## src/rtl/get_num.sv

```systemverilog
// rtl/get_num.sv - Huffman front-end digit frequency counter (ten per-digit occurrence counters)
// Optional build macro: GET_NUM_SATURATE_EN (counters saturate instead of wrapping).
module get_num #(
    parameter int                DATA_W   = 4,
    parameter int                CNT_W    = 8,
    parameter logic [DATA_W-1:0] END_CODE = 4'hF
) (
    input  logic              Clk_in,
    input  logic              nRst,
    input  logic              Start,
    input  logic [DATA_W-1:0] Data_in,
    output logic [CNT_W-1:0]  Num0,
    output logic [CNT_W-1:0]  Num1,
    output logic [CNT_W-1:0]  Num2,
    output logic [CNT_W-1:0]  Num3,
    output logic [CNT_W-1:0]  Num4,
    output logic [CNT_W-1:0]  Num5,
    output logic [CNT_W-1:0]  Num6,
    output logic [CNT_W-1:0]  Num7,
    output logic [CNT_W-1:0]  Num8,
    output logic [CNT_W-1:0]  Num9
);

    localparam int NUM_SYM = 10;

    typedef enum logic [1:0] {
        IDLE  = 2'd0,
        ARM   = 2'd1,
        COUNT = 2'd2,
        DONE  = 2'd3
    } state_t;

    state_t state;
    state_t next_state;

    logic clr_all;
    logic cnt_en;

    logic [CNT_W-1:0]   cnt     [NUM_SYM];
    logic [NUM_SYM-1:0] hit;
    logic [NUM_SYM-1:0] blocked;

    always_ff @(posedge Clk_in or negedge nRst) begin
        if (!nRst) begin
            state <= IDLE;
        end else begin
            state <= next_state;
        end
    end

    // The edge on which Start is first seen low in ARM is already a counting edge.
    always_comb begin
        next_state = state;
        clr_all    = 1'b0;
        cnt_en     = 1'b0;
        case (state)
            IDLE: begin
                if (Start) begin
                    clr_all    = 1'b1;
                    next_state = ARM;
                end
            end
            ARM, COUNT: begin
                if (Start) begin
                    clr_all    = 1'b1;
                    next_state = ARM;
                end else begin
                    cnt_en     = 1'b1;
                    next_state = (Data_in == END_CODE) ? DONE : COUNT;
                end
            end
            DONE: begin
                if (Start) begin
                    clr_all    = 1'b1;
                    next_state = ARM;
                end
            end
            default: begin
                next_state = IDLE;
            end
        endcase
    end

    // One-hot symbol decode; codes 10..END_CODE never match a counter.
    always_comb begin
        hit     = '0;
        blocked = '0;
        for (int i = 0; i < NUM_SYM; i++) begin
            hit[i] = cnt_en && (Data_in == DATA_W'(i));
`ifdef GET_NUM_SATURATE_EN
            blocked[i] = &cnt[i];
`else
            blocked[i] = 1'b0;
`endif
        end
    end

    always_ff @(posedge Clk_in or negedge nRst) begin
        if (!nRst) begin
            for (int i = 0; i < NUM_SYM; i++) begin
                cnt[i] <= '0;
            end
        end else if (clr_all) begin
            for (int i = 0; i < NUM_SYM; i++) begin
                cnt[i] <= '0;
            end
        end else begin
            for (int i = 0; i < NUM_SYM; i++) begin
                if (hit[i] && !blocked[i]) begin
                    cnt[i] <= cnt[i] + CNT_W'(1);
                end
            end
        end
    end

    assign Num0 = cnt[0];
    assign Num1 = cnt[1];
    assign Num2 = cnt[2];
    assign Num3 = cnt[3];
    assign Num4 = cnt[4];
    assign Num5 = cnt[5];
    assign Num6 = cnt[6];
    assign Num7 = cnt[7];
    assign Num8 = cnt[8];
    assign Num9 = cnt[9];

endmodule

```

## config.mk

```make
export PLATFORM = sky130hd
export DESIGN_NAME = get_num
export DESIGN_NICKNAME = d
export VERILOG_FILES = /design/src/rtl/get_num.sv
export SDC_FILE = /design/constraint.sdc
export NUM_CORES = 1
export LEC_CHECK = 0
export ABC_AREA = 0
export CAP_MARGIN = 20
export CORE_MARGIN = 2
export CORE_UTILIZATION = 55
export DETAILED_ROUTE_END_ITERATION = 6
export PLACE_DENSITY = 0.88
export SYNTH_ARGS = -nofsm -noshare
export SYNTH_HDL_FRONTEND = slang
export SYNTH_SLANG_ARGS = --single-unit
```

## constraint.sdc

```tcl
create_clock -name Clk_in -period 3.45 [get_ports Clk_in]
set_input_delay 0.5175 -clock Clk_in [delete_from_list [all_inputs] [get_ports Clk_in]]
set_output_delay 0.5175 -clock Clk_in [all_outputs]
set_load 0.02 [all_outputs]
```

-- Word-level counts from Yosys, hierarchy flattened
Index checks and enable logic that the tools add are counted.
- add/sub/neg operators: 10
- equal/unequal tests: 14
- muxes and demuxes: 19
- reduce and logical (&&, ||, !) cells: 25
- operator list (operator ; count):
    8-bit by 1-bit adder with 8-bit output (second input constant) ; 10
    8-bit two-way mux ; 10
    80-bit two-way mux ; 1
    2-bit nonzero test ; 10
    4-bit by 3-bit == test with 1-bit output (second input constant) ; 4
    4-bit == test (second input constant) ; 3
    1-bit logical AND ; 10
    4-bit by 2-bit == test with 1-bit output (second input constant) ; 2
    1-bit two-way mux ; 5
    2-bit == test (second input constant) ; 2
    4-bit by 1-bit == test with 1-bit output (second input constant) ; 1
    4-bit logical NOT ; 1
    2-bit two-way mux ; 2
    2-bit one-hot mux with 2 select lines ; 1
    2-bit OR reduction ; 2
    4-bit OR reduction ; 1
    2-bit by 1-bit == test with 1-bit output (second input constant) ; 1
    2-bit logical NOT ; 1
    2-bit by 1-bit inequality test with 1-bit output (second input constant) ; 1
- register bits after elaboration: 82
- input bits: 7
- output and inout port bits: 80
- logic and storage cells: 79

-- Depth between registers and ports, before layout
- depth in word-level cells: 6
- mapped depth: 6
- depth with buffers taken out: 5

-- Worst setup path after synthesis
Ideal clock, no wire load.
- path type: input port to flip-flop
- start: input port Data_in[1]
- end: register cnt, in the netlist Num4[7]
- data arrival time: 1960 ps
- required time: 3372 ps
- path slack: 1412 ps
- stages: 5
- path buffers: 1
- path through: clkbuf_1 > nor2_1 > nand3_1 > or4_1 > a21oi_1
- cells in the longest elaborated chain, start to end: 3
- ends and longest elaborated chain (element ; RTL line ; RTL):
    start, declared ; 11 ; input logic [DATA_W-1:0] Data_in,
    4-bit by 3-bit == test with 1-bit output ; 89 ; hit[i] = cnt_en && (Data_in == DATA_W'(i));
    1-bit logical AND ; 89 ;
    2-bit nonzero test (no line) ; n/a ;
    end signal, assigned by index ; 110 ; cnt[i] <= cnt[i] + CNT_W'(1);
    end, declared ; 39 ; logic [CNT_W-1:0] cnt [NUM_SYM];
Every way passes these cells.
A chain may end at the register's enable or synchronous reset.

-- Worst setup path after layout
- start: input port Data_in[0]
- end: register cnt, in the netlist Num9[5]
- cells in the longest elaborated chain, start to end: 3
- ends and longest elaborated chain (element ; RTL line):
    4-bit == test ; 89
    1-bit logical AND ; 89
    2-bit nonzero test (no line) ; n/a
Every way passes these cells.

==> qor.yml <==
endpoint_kind: "register"
viasPerCell: 6.06
initial_core_util: 0.567
fin_util: 0.728
avgSynthCellArea_um2: 9.65
relSlewSlack: 0.313
stdcell_count: 614
crit_path_start_kind: "input port"
leakage_nw: 2.07
cts_hold_buf: 0
ys_seq_elements: 82
synthCells: 424
reg2regPathDepth: 5
hold_viol_final: 0
fp.dieH_um: 90.3
synthArstFlopShare: 1.00
drc_errors: 0
slew_violations: 0
critical_path_required_ns: 3.71
clkTransAtPathRegs_ns: 0.08
postRouteWirelength_um: 10100
post_cts_resized: 0
outcome: "complete, no violations"
tritoncts: "built"
die_w_um: 90.3
rows: 31
tns_ns: 0
gp_congestion: 0.789
stdcell_area_um2: 5250
dieArea_um2: 8150
max_freq_mhz: 404
power.density_nw_per_um2: 332
cap_violations: 0
post-dp-hpwl_um: 6890
syn-num-nets: 441
finalClockSkew_ns: 0.00764
cts_buffer_depth: 2
cp_data_arrival_time_ns: 2.73
final_common_cell: "clkdlybuf4s50_1"
hold_path.class: "input port to async pin"
ir_drop_uv: 167
grt_pass1_wl_um: 17400
max_slew.worst_pin.slew_ns: 1.03
critPathKind: "input port to register"
fin_crit_ns: 2.47
num_vias: 3719
grt_pass1_vias: 3667
antenna_found_initial: 0
worstSkewPairLatency_ns: 0.34
seq_area_frac_synth: 0.502
syn2layout_area_growth_pct: 28.4
boundaryPins: 87
finalSetupViolCount: 0
io_buffers: 86
wl_per_cell_um: 16.4
timing.rr.start: "state[0]$_DFFE_PN0P_"
r2r_slack_ns: 1.13
synth-warning-count: 0
clock-sinks: 82
final_cell_mix: "84 x clkdlybuf4s50_1, 82 x dfrtp_1, 41 x nand3_1, 36 x o21ai_0, 30 x a21oi_1"
diodes: 0
cts_root_buf: "clkbuf_8"
synth_cell_types: 38
grt_overflow: 0
first_pass_iters: 4
synth_edf_count: 0
reg2reg_to: "Num5[7]$_DFFE_PN0P_"
grt_max_degree: 83
dp.cells: 599
cts_made_buffers: 9
synth-main-ff-cell: "dfrtp_1"
cts_setup_buffers: 0
layout-drive-gt1-share: 0.0621
worstPathMaxFanout: 11
rsz0062_at_grt: "no"
ant_nets: 0
core_um2: 7210
nets: 529
gr-usage-all-layers: 0.259
timing.final.crit_share: 0.717
synth.cell_area_um2: 4090
htree_num_levels: 3
place_area_um2: 5050
first_iter_violations: 212
[cell families after synthesis]
| family | count (synthesis) | share of synthesized area |
|---|---|---|
| compound gates | 90 | 0.127 |
| xor+xnor | 22 | 0.0489 |
| fa+ha+maj | 10 | 0.0306 |
| buf+inv | 27 | 0.0257 |
| flops | 82 | 0.502 |
| mux | 8 | 0.0196 |
| simple gates | 185 | 0.247 |
[area by class of cell]
cell class	count	area (um^2)
Clock buffer	10	128
Clock inverter	4	45.0
Fill cell	558	1960
Inverter	10	37.5
Multi-Input combinational cell	315	1930
Sequential cell	82	2050
Tap cell	99	124
Timing Repair Buffer	94	933
[Yosys cell counts, types with 2 or more instances]
cell,instances,share of area
o211ai_1,3,0.0055
o31a_1,2,0.0043
a31o_2,2,0.0043
nor2b_1,2,0.0031
nor3_1,4,0.0049
or4_1,10,0.018
nor3b_2,2,0.0061
nand4_1,28,0.043
nand2_1,27,0.025
or3_1,23,0.035
nor4_1,6,0.0092
nor2_1,28,0.026
dfrtp_1,82,0.50
xor2_1,13,0.028
mux2i_1,8,0.020
or3b_2,2,0.0043
o31ai_1,11,0.020
xnor2_1,8,0.017
o21ai_0,36,0.044
o21a_1,2,0.0037
a21oi_1,30,0.037
clkbuf_1,13,0.012
buf_2,3,0.0037
inv_1,10,0.0092
ha_1,10,0.031
and3_1,6,0.0092
o311ai_0,2,0.0043
nand3_1,41,0.050
[power by group]
| group | internal, mW | leakage [nW] | total [mW] | switching, mW |
|---|---|---|---|---|
| clock network | 0.323 | 0.0918 | 0.650 | 0.327 |
| logic | 0.0341 | 0.834 | 0.121 | 0.0870 |
| registers | 0.966 | 1.14 | 0.974 | 0.00855 |
| total | 1.32 | 2.07 | 1.75 | 0.423 |
[critical path, stage by stage]
cell             delay, ns
clkdlybuf4s50_1       0.45
buf_4                 0.16
nor2b_1               0.43
nand3_1               0.41
or4_1                 0.60
a21oi_1               0.16
[per-layer routing]
layer	part of all wire	global-route usage	wire length [um]	vias up
li1	-	-	-	1747
met1	0.42	0.341	4190	1827
met2	0.52	0.447	5180	129
met3	0.051	0.0326	516	16
met4	0.016	0.0885	164	0
met5	0	0	0	-
[how the worst max path moves through the flow]
stage                     startpoint                   to  slack [ns]  cells after the start
after floorplan           Data_in[1]  Num4[7]$_DFFE_PN0P_        1.41                      5
after detailed placement  Data_in[0]  Num9[5]$_DFFE_PN0P_        0.64                      6
after global placement    Data_in[3]  Num9[5]$_DFFE_PN0P_        0.72                      6
after CTS                 Data_in[0]  Num9[5]$_DFFE_PN0P_        1.01                      6
after global routing      Data_in[3]  Num4[7]$_DFFE_PN0P_        0.79                      5
final                     Data_in[0]  Num9[5]$_DFFE_PN0P_        0.98                      6
[per-stage QoR]
step	worst slack (ns)	hold WS, ns	total power [mW]
floorplan	1.41	0.222	1.05
global placement	0.720	0.470	1.11
detailed placement	0.640	0.472	1.11
CTS	1.01	0.386	1.75
global route	0.785	0.158	1.80
finish	0.978	0.115	1.75
[sequential cells by signal (all words and copies together) (netlist names)]
register	flops
Num0	8
Num1	8
Num2	8
Num3	8
Num4	8
Num5	8
Num6	8
Num7	8
Num8	8
Num9	8
state	2
(Power assumes the default switching activity.)
